`src/rtl/sum4_bcc_pkg.sv`:
```
// Shared constants for the sum4_bcc registered ripple-carry adder.
//   SUM4_WIDTH : default operand width in bits
//   SUM4_RES_W : width of the full result {cout, S}
//   res_width(): result width for an arbitrary operand width
package sum4_bcc_pkg;

  localparam int SUM4_WIDTH = 4;
  localparam int SUM4_RES_W = SUM4_WIDTH + 1;

  function automatic int res_width(input int w);
    return w + 1;
  endfunction

endpackage

```
`src/rtl/sum4_bcc_sum1bcc.sv`:
```
// sum1bcc: purely combinational 1-bit full adder, one stage of the ripple chain.
// Ports:
//   a, b : operand bits
//   ci   : carry in from the previous stage
//   s    : sum bit
//   co   : carry out to the next stage
module sum1bcc (
  input  logic a,
  input  logic b,
  input  logic ci,
  output logic s,
  output logic co
);

  assign s  = a ^ b ^ ci;
  assign co = (a & b) | (a & ci) | (b & ci);

endmodule

```
`src/rtl/sum4_bcc.sv`:
```
// sum4_bcc: unsigned adder built from a ripple chain of sum1bcc stages, with
// the result captured in an output register (one clock of latency).
// Ports:
//   clk       : rising-edge clock
//   rst_n     : asynchronous active-low reset, clears S, cout and out_valid
//   xi, yi    : unsigned addends
//   in_valid  : xi/yi are captured on this clock edge
//   S         : registered sum bits, (xi+yi) mod 2^WIDTH
//   cout      : registered carry out
//   out_valid : S/cout hold a result captured from a valid input
//
// Handshake: valid-only. Every edge with in_valid=1 captures a new result and
// raises out_valid for the following cycle; there is no ready, so the block
// accepts one operand pair per cycle without stalling. An edge with
// in_valid=0 keeps S/cout unchanged and drops out_valid.
module sum4_bcc
  import sum4_bcc_pkg::*;
#(
  parameter int WIDTH = SUM4_WIDTH
) (
  input  logic             clk,
  input  logic             rst_n,
  input  logic [WIDTH-1:0] xi,
  input  logic [WIDTH-1:0] yi,
  input  logic             in_valid,
  output logic [WIDTH-1:0] S,
  output logic             cout,
  output logic             out_valid
);

  localparam int RES_W = res_width(WIDTH);

  // carry[i] is the carry into stage i; carry[WIDTH] is the final carry out.
  logic [WIDTH:0]   carry;
  logic [WIDTH-1:0] sum_comb;
  logic [RES_W-1:0] res_comb;

  assign carry[0] = 1'b0;

  for (genvar i = 0; i < WIDTH; i++) begin : g_stage
    sum1bcc u_fa (
      .a  (xi[i]),
      .b  (yi[i]),
      .ci (carry[i]),
      .s  (sum_comb[i]),
      .co (carry[i+1])
    );
  end

  assign res_comb = {carry[WIDTH], sum_comb};

  // Result register. Operands are only looked at when in_valid is high, so
  // unknown values on xi/yi during idle cycles never reach the outputs.
  always_ff @(posedge clk or negedge rst_n) begin
    if (!rst_n) begin
      S         <= '0;
      cout      <= 1'b0;
      out_valid <= 1'b0;
    end else begin
      out_valid <= in_valid;
      if (in_valid) begin
        {cout, S} <= res_comb;
      end
    end
  end

endmodule

```
`config.mk`:
```
export PLATFORM = sky130hd
export DESIGN_NAME = sum4_bcc
export DESIGN_NICKNAME = d
export VERILOG_FILES = /design/src/rtl/sum4_bcc_pkg.sv /design/src/rtl/sum4_bcc_sum1bcc.sv /design/src/rtl/sum4_bcc.sv
export SDC_FILE = /design/constraint.sdc
export NUM_CORES = 1
export LEC_CHECK = 0
export CORE_AREA = 4 4 41 43
export DETAILED_ROUTE_END_ITERATION = 10
export DIE_AREA = 0 0 45 47
export SLEW_MARGIN = 20
export SYNTH_ARGS = -nofsm -noshare
export SYNTH_HDL_FRONTEND = slang
export SYNTH_HIERARCHICAL = 1
export SYNTH_SLANG_ARGS = --single-unit
```
`constraint.sdc`:
```
create_clock -name clk -period 2.2 [get_ports clk]
set_clock_uncertainty 0.05 [all_clocks]
set_input_delay 0.55 -clock clk [delete_from_list [all_inputs] [get_ports clk]]
set_output_delay 0.55 -clock clk [all_outputs]
set_load 0.02 [all_outputs]
```
# Word-level counts from Yosys, hierarchy flattened
# Cells that the tools add are included.
# W data, S select, Z words.
# word_totals
register_bits	6
inputBits	11
output_inout_bits	6
wordCells	26
# op_classes
bitwise_logic	23
# ops
op	count
$and A1 B1 Y1	10
$xor A1 B1 Y1	7
$or A1 B1 Y1	6

# Depth between registers and ports, before layout
# Gate-level depths: netlist of run 1.
# logic_depth
depth_word	10
mapped_depth	5

# Cells and area by module
# The synthesis of run 1 kept the hierarchy.
# modules_own_cells
mod	instances	cells_each	area_each_um2	seq_area_each_um2
sum4_bcc	1	12	210.2	150.1
sum1bcc	4	1	20.0	0.0

# Worst setup path after synthesis of run 1
# Ideal clock, no wire load.
# synth_path
kind	input to register
start	in xi[0]
end	reg S[3]
arrival_ns	2.402
required_time_ns	2.025
slack_ns	-0.377
stages	5
cell_sequence	fa_1 -> fa_1 -> fa_1 -> fa_1 -> mux2_2
# synth_between
elab_chain_len	8
elab_cells_between_ends	10
cone_classes	10 x bitwise
# synth_lines
element	line_no	rtl
start: declaration	sum4_bcc.sv:23	input logic [WIDTH-1:0] xi,
$and A1 B1 Y1 (*)	sum4_bcc_sum1bcc.sv:16	assign co = (a & b) | (a & ci) | (b & ci);
$and A1 B1 Y1	sum4_bcc_sum1bcc.sv:16	
$or A1 B1 Y1	sum4_bcc_sum1bcc.sv:16	
$or A1 B1 Y1 (*)	sum4_bcc_sum1bcc.sv:16	
net carry[2]	sum4_bcc.sv:34	logic [WIDTH:0] carry;
$and A1 B1 Y1	sum4_bcc_sum1bcc.sv:16	
$or A1 B1 Y1	sum4_bcc_sum1bcc.sv:16	
$or A1 B1 Y1 (*)	sum4_bcc_sum1bcc.sv:16	
net carry[3]	sum4_bcc.sv:34	
$xor A1 B1 Y1 (*)	sum4_bcc_sum1bcc.sv:15	assign s = a ^ b ^ ci;
net res_comb[3]	sum4_bcc.sv:36	logic [RES_W-1:0] res_comb;
end signal: assignment	sum4_bcc.sv:62	{cout, S} <= res_comb;
end: declaration	sum4_bcc.sv:26	output logic [WIDTH-1:0] S,
# The timed path passes the listed nets; every way through them passes the cells marked *.
# A chain may end at the register's enable or synchronous reset.

# Worst setup path after layout of run 1
# layout_path
start	in yi[0]
end	reg S[3]
# layout_between
elab_chain_len	8
elab_cells_between_ends	10
cone_classes	10 x bitwise
# layout_lines
element	line_no	rtl
start: declaration	sum4_bcc.sv:24	input logic [WIDTH-1:0] yi,
$and A1 B1 Y1 (*)	sum4_bcc_sum1bcc.sv:16	
net carry[1]	sum4_bcc.sv:34	
$and A1 B1 Y1	sum4_bcc_sum1bcc.sv:16	
$or A1 B1 Y1	sum4_bcc_sum1bcc.sv:16	
$or A1 B1 Y1 (*)	sum4_bcc_sum1bcc.sv:16	
net carry[2]	sum4_bcc.sv:34	
$and A1 B1 Y1	sum4_bcc_sum1bcc.sv:16	
$or A1 B1 Y1	sum4_bcc_sum1bcc.sv:16	
$or A1 B1 Y1 (*)	sum4_bcc_sum1bcc.sv:16	
net carry[3]	sum4_bcc.sv:34	
$xor A1 B1 Y1 (*)	sum4_bcc_sum1bcc.sv:15	
net res_comb[3]	sum4_bcc.sv:36	
# Marked as above.

==> run summary, run 1 <==
The cell type contributing the most total cell area after synthesis was sky130_fd_sc_hd__dfrtp_1. Counting stages on the worst path, the most repeated cell is sky130_fd_sc_hd__fa_2. The run gives 0 as the total count of hold-check failures in the final report.

The detailed-route DRC error count was 0; the mapped cell area was 290 um2. Number of nets produced by synthesis: 31. The filler cells instantiated in the layout total 133. The wire length on met1 was 200 um. The post-layout minimum cycle time is 2.34 ns.

The tools report the reg-to-reg startpoint as S[3]$_DFFE_PN0P_. In this run the register-to-register setup slack is 1.39 ns. STA classifies the critical path startpoint as a primary input.

By area the synthesized netlist is led by sky130_fd_sc_hd__dfrtp_1, sky130_fd_sc_hd__fa_1, sky130_fd_sc_hd__mux2_2. The run finished, with violations left. TritonCTS created 3 clock buffers.

Worst-case hold path end point: S[0]$_DFFE_PN0P_. 17 I/O pins were placed. The highest routed metal layer was met4.

Ranked by instance count, the synthesized netlist is headed by sky130_fd_sc_hd__dfrtp_1, sky130_fd_sc_hd__mux2_2, sky130_fd_sc_hd__fa_1. The total global routing track utilization is 8.01%, and the quantity of I/O buffers inserted on ports is 16. The most frequent cell after synthesis is sky130_fd_sc_hd__dfrtp_1. For this design the ratio of total power to cell area is 736 mW/mm2. The buffering stage count on the worst path with inverters included was 1. The worst path arrival time was 2.41 ns.

The tools report the maximum ir drop on the vdd rail as 0.000418 V. In this run the vertical extent of the chip is 47 um. Count of unique library cells instantiated by Yosys: 4. The worst hold path cell count is 1, and the number of rows in the core area is 13. The post-CTS setup repair buffer count was 0; the smallest setup slack after layout was -0.142 ns. The antenna violation net count after detailed routing is 0. The signal on the critical path passes through buf_6 > fa_2 > fa_2 > fa_2 > fa_2 > mux2_4. In the routed layout, each cell is associated on average with a via count of 4.16. Share of synthesized flip-flops with an asynchronous set or reset: 100%. The number of antenna diodes in the final layout is 0.

The wire length of the first global-routing pass was 1110 um; the standard cell core area was 0.00130 mm2. Counting flops with a built-in enable in the synthesized netlist gives 0. Synthesis handed over a netlist of 16 instances. The checks that failed: setup timing.

The number of global-route vias before repair is 270, and the routed wirelength normalized by instance count is 12.7 um. The finished cells cover 499 um2. The primary flip-flop cell chosen by synthesis mapping is sky130_fd_sc_hd__dfrtp_1.

Number of cells traversed by the worst register-to-register path: 1. Hold timing on the final database bottoms out at a slack of 0.457 ns. In this run the horizontal extent of the chip is 45 um.

The tools report the highest clock frequency the design can meet as 427 MHz. At the end of routability-driven placement, the weighted congestion stood at 0.667. The wire-length estimate of the detail-placed layout is 556 um. The critical setup path kind is in2reg. Wire segments on met2 add up to 288 um in the final route.

The share of Yosys cell area claimed by the top area cell type was 51.7%. The total overflow left after global routing is 0. The number of max-slew violations in the final report was 0.

The sum of internal, switching and leakage power is 0.000367 W, and the maximum fanout count along the critical path is 1. In the detailed route, the total length drawn on met3 is 143 um. Across the run, the number of max-cap violations was 0.

After clock tree synthesis, the clock-pin slew on the worst setup and hold paths is 0.04 ns. In this run the most critical hold path is launched from S[0]$_DFFE_PN0P_. The final critical path takes up 106% of the cycle. The vias after detailed routing was 208; the layout overhead on the synthesized area was 72.0%. The area of the die was 0.00212 mm2. The number of search-and-repair iterations in the first detailed-routing pass is 1, and the post-synthesis average cell area is 18.1 um2. In this run the worst hold path is classified as reg2reg. Timing analysis after detailed placement gives a worst setup slack of -0.767 ns. The starting density of the core is 22.3%, and the layout net count is 52.

TritonCTS built the clock tree. The tools report the area taken by multi-input logic gates as 154 um2. The slowest stage of the critical path belongs to the cell sky130_fd_sc_hd__fa_2. After synthesis, flip-flops and latches occupy 51.7% of the total area. For the total clock sinks, the log shows 6. The cell sitting at the root of the clock tree is a sky130_fd_sc_hd__clkbuf_4.

The number of warnings reported in the yosys synthesis log was 6; the endpoint required time on the critical path was 2.27 ns. In this run the static leakage power is 0.204 nW. Once placement finished, the instance area stood at 479 um2. The deepest level of the CTS H-tree is 1, and the synthesized flop and latch total is 6. Setup repair after global routing could not meet its margin everywhere. Registers take 150 um2. The longest clock path from root to sink contains 2 buffers. The critical path runs through a total of 6 cells.

After the first detailed-routing iteration, the DRC count stood at 0. Broken down by cell family, the worst path's largest delay share belongs to adder cells. The number of antenna violations at the first check in global routing was 0. Setup violations remaining at the end of the flow were counted as 2. For the largest net degree at the start of global routing, the log shows 7.

The tools report the end of the worst register-to-register path as S[3]$_DFFE_PN0P_. The capturing element type of the critical path is a flop. The largest stage delay on the critical path came out at 0.41 ns. The tools report the wire length reported by the detailed router as 636 um. The later pin in the worst-skew pair is clocked with a latency of 0.23 ns. Cells with a size suffix above 1 make up 40.0% of the layout.
[timing repair]
| item | CTS | global route |
|---|---|---|
| pin swaps | 4 | 4 |
| gates resized for setup | 12 | 0 |
| hold buffers | 0 | 0 |
| gates cloned | 0 | 0 |
| setup endpoints to repair | 3 | 2 |
[layout make-up]
cell class | count | share of cell area (%)
multi-input combinational | 10 | 30.8
timing repair buffer | 16 | 30.8
sequential | 6 | 30.1
clock buffer | 3 | 4.51
tap | 15 | 3.76
[per-stage QoR]
stage / util [%] / setup TNS [ns] / instances
detailed placement: 36.8 / -1.94 / 47
floorplan: - / -0.420 / 16
global route: 38.4 / -0.283 / 50
CTS: 38.4 / -0.227 / 50
global placement: 36.8 / -1.89 / 47
finish: 38.4 / -0.197 / 50
[power by group]
| part | switching [W] | leakage [nW] | internal [W] | total [W] |
|---|---|---|---|---|
| combinational | 0.0000559 | 0.121 | 0.0000737 | 0.000130 |
| clock | 0.0000343 | 0.0138 | 0.0000613 | 0.0000956 |
| sequential | 0.0000109 | 0.0701 | 0.000131 | 0.000142 |
| total | 0.000101 | 0.204 | 0.000266 | 0.000367 |
[how the worst max path moves through the flow]
stage                from          endpoint  slack (ns)
finish              yi[0]  S[3]$_DFFE_PN0P_       -0.14
global route        yi[0]  S[3]$_DFFE_PN0P_       -0.18
CTS                 yi[0]  S[3]$_DFFE_PN0P_       -0.16
detailed placement  xi[0]  S[3]$_DFFE_PN0P_       -0.77
global placement    xi[0]  S[3]$_DFFE_PN0P_       -0.75
floorplan           xi[0]  S[3]$_DFFE_PN0P_       -0.25
[cells in the final DEF (no fill, tap or decap), drive strengths merged]
cell and count:
dlygate4sd2 2, fa 4, dfrtp 6, clkdlybuf4s50 12
buf 2, conb 1, clkbuf 3, mux2 5
[routing by layer]
| metal | GRT usage, % | up-vias |
|---|---|---|
| li1 | - | 90 |
| met1 | 6.38 | 99 |
| met2 | 13.0 | 17 |
| met3 | 6.90 | 2 |
| met4 | 5.26 | 0 |
| met5 | 0 | - |
[kinds of logic (layout without fill, tap and decap cells)]
| kind of cell | Yosys count | after routing | synth area share, % |
|---|---|---|---|
| flops | 6 | 6 | 51.7 |
| mux | 5 | 5 | 19.4 |
| fa+ha+maj | 4 | 4 | 27.6 |
| other cells | 1 | 1 | 1.29 |
| buf+inv | 0 | 19 | 0 |
[flip-flops by register name, summed over array words and instances (netlist names)]
| register | cells |
|---|---|
| out_valid | 1 |
| cout | 1 |
| S | 4 |
(Power assumes the default switching activity.)
==> run 2: changes to the inputs <==
--- a/config.mk
+++ b/config.mk
@@ -8,6 +8,8 @@
 export CORE_AREA = 4 4 41 43
 export DETAILED_ROUTE_END_ITERATION = 10
 export DIE_AREA = 0 0 45 47
+export PLACE_DENSITY_LB_ADDON = 0.05
+export REMOVE_ABC_BUFFERS = 1
 export SLEW_MARGIN = 20
 export SYNTH_ARGS = -nofsm -noshare
 export SYNTH_HDL_FRONTEND = slang
==> run summary, run 2 (synthesized netlist as in run 1, its figures left out) <==
The ratio of total power to cell area came out at 730 mW/mm2 (-0.87%). The maximum ir drop on the vdd rail is 0.000289 V (-31%). The logs give 0 (unchanged) for the number of antenna repair diodes and 201 (-3.4%) for the vias after detailed routing.

The logs give 1 (-1) for the final setup violation count and 0 (unchanged) for the total count of hold-check failures in the final report. Total global routing track utilization: 7.37% (-0.64 points). The aggregate negative setup slack was -0.0812 ns (+0.116 ns); the routability congestion estimate from global placement was 0.730 (+9.4%).

TritonCTS built the clock tree. The class of the most critical hold timing path was reg2reg. The ratio of cells with drive above 1 in the final layout was 40.0% (unchanged).

The total clock sinks was 6 (unchanged); the I/O pin total was 17 (unchanged). The height of the die is 47 um (unchanged), and the number of flip-flops in the largest register is 4 (unchanged). For the number of cells after detailed placement, the log shows 47 (unchanged). The smallest setup slack after layout is -0.0812 ns (+0.0605 ns), and the detailed-route DRC error count is 0 (unchanged).

The tools report the area of the die as 0.00212 mm2 (unchanged). The highest clock frequency the design can meet is 438 MHz (+2.7%), and the total of max-cap violations is 0 (unchanged). The tools report the worst-case hold path end point as S[0]$_DFFE_PN0P_. Cell at the root of the clock tree: sky130_fd_sc_hd__clkbuf_4. The logs give 13 (unchanged) for the number of rows in the core area and 22.3% (unchanged) for the starting density of the core. The flow ran to the end, but the final reports show violations. The reported leakage power was 0.212 nW (+3.8%).

The critical path is of the in2reg type. The number of antenna violations at the first check in global routing was 0 (unchanged); the wire length of the first global-routing pass was 1010 um (-9.3%). The tools report the post-CTS setup repair buffer count as 0 (unchanged). The non-filler instance count after layout was 50 (unchanged); the number of search-and-repair iterations in the first detailed-routing pass was 1 (unchanged). The post-layout minimum cycle time came out at 2.28 ns (-0.0605 ns).

The layout net count was 52 (unchanged). The commonest non-fill, non-tap cell in the layout was sky130_fd_sc_hd__clkdlybuf4s50_1. The setup slack on the worst flop-to-flop path is 1.39 ns (about the same), and the die outline width is 45 um (unchanged). The tools report the largest net degree at the start of global routing as 7 (unchanged). More flip-flops sit in one register than any other, and that register is S. For the worst path arrival time, the log shows 2.35 ns (-0.06 ns). The number of design-rule violations left by the first detailed-router iteration is 0 (unchanged), and the clock slew at the register clock pins of the worst setup and hold paths is 0.04 ns (about the same). Fill cell total of the finished layout: 136 (+2.3%).

The tools report the clock buffer count from CTS as 3 (unchanged). The maximum clock path buffer count was 2 (unchanged). The number of global-route vias before repair is 235 (-13%). The number of max-slew violations in the final report was 0 (unchanged).

Quantity of I/O buffers inserted on ports: 16 (unchanged). The end of the worst register-to-register path is S[3]$_DFFE_PN0P_. The startpoint identified for the worst register-to-register timing path is S[3]$_DFFE_PN0P_. The final clock period utilization by the worst path is 104% (-2.7 points), and the worst hold path cell count is 1 (unchanged).

The area growth from synthesis to layout is 73.3%. The sum of internal, switching and leakage power was 0.000367 W (-0.12%); the routed wirelength normalized by instance count was 11.9 um (-6.8%). The antenna violation net count after detailed routing was 0 (unchanged). The startpoint of the most critical hold path is S[0]$_DFFE_PN0P_.

In the layout the commonest cells are sky130_fd_sc_hd__clkdlybuf4s50_1, sky130_fd_sc_hd__dfrtp_1, sky130_fd_sc_hd__mux2_2, sky130_fd_sc_hd__fa_2, sky130_fd_sc_hd__clkbuf_4. The run gives 0 (unchanged) as the global-route congestion overflow total. The standard cell core area is 0.00130 mm2 (unchanged), and the endpoint required time on the critical path is 2.27 ns (about the same). The largest registers in the layout are S (4), cout (1), out_valid (1). The run gives 0.455 ns (-0.00188 ns) as the final hold slack. The clock latency of the later-clocked register in the worst-skew pair is 0.24 ns (about the same). The final reports fail on setup timing.

The deepest level of the CTS H-tree came out at 1 (unchanged). The number of cells traversed by the worst register-to-register path is 1 (unchanged). The worst setup path is launched from a primary input.

The average via count per standard cell is 4.02 (-3.4%). The wire length reported by the detailed router was 593 um (-6.8%); the maximum fanout count along the critical path was 1 (unchanged). STA classifies the critical path endpoint as a flop.

Setup repair after global routing could not meet its margin everywhere.
-- run 2: timing repair --
| action | 4_1_cts | 5_1_grt |
|---|---|---|
| setup endpoints to repair | 3 | 2 |
| resized for setup | 15 | 1 |
| hold buffers | 0 | 0 |
| pin swaps | 4 | 3 |
-- run 2: worst max path at each step --
stage	startpoint	to	slack (ns)	depth (start not counted)
after CTS	yi[0]	S[3]$_DFFE_PN0P_	-0.18	6
after global placement	xi[0]	S[3]$_DFFE_PN0P_	-0.88	6
after detailed placement	xi[0]	S[3]$_DFFE_PN0P_	-0.89	6
after floorplan	xi[0]	S[3]$_DFFE_PN0P_	-0.38	5
after global routing	yi[0]	S[3]$_DFFE_PN0P_	-0.13	6
final	yi[0]	S[3]$_DFFE_PN0P_	-0.08	6
-- run 2: where the power goes --
part / internal [W] / switching, W / total, W
Combinational: 0.0000738 / 0.0000536 / 0.000127
Clock: 0.0000615 / 0.0000372 / 0.0000987
Sequential: 0.000131 / 0.00000971 / 0.000141
-- run 2: stage by stage --
step | setup WS, ns | cell area [um2] | utilization [%]
6_report | -0.0812 | 503 | 38.7
5_1_grt | -0.127 | 503 | 38.7
4_1_cts | -0.177 | 500 | 38.5
3_5_place_dp | -0.892 | 469 | 36.1
3_3_place_gp | -0.881 | 469 | 36.1
2_1_floorplan | -0.377 | 290 | -
-- run 2: layout make-up --
class,count,area (um2),share of cell area [%]
clock buffers,3,22.5,4.48
multi-input cells,10,154,30.6
flip-flops and latches,6,150,29.9
well taps,15,18.8,3.73
repair buffers,16,158,31.3
-- run 2: critical path, cell delays in order --
cell	delay, ns
sky130_fd_sc_hd__buf_6	0.09
sky130_fd_sc_hd__fa_2	0.35
sky130_fd_sc_hd__fa_2	0.35
sky130_fd_sc_hd__fa_2	0.35
sky130_fd_sc_hd__fa_2	0.41
sky130_fd_sc_hd__mux2_4	0.26
-- run 2: per-layer routing --
layer	part of all wire (%)	vias up	track usage, %	wire length, um
met2	48	11	10.7	286
li1	-	91	-	-
met3	12	0	2.68	73
met1	39	99	8.27	233
met4	0	0	7.02	0
met5	0	-	0	0
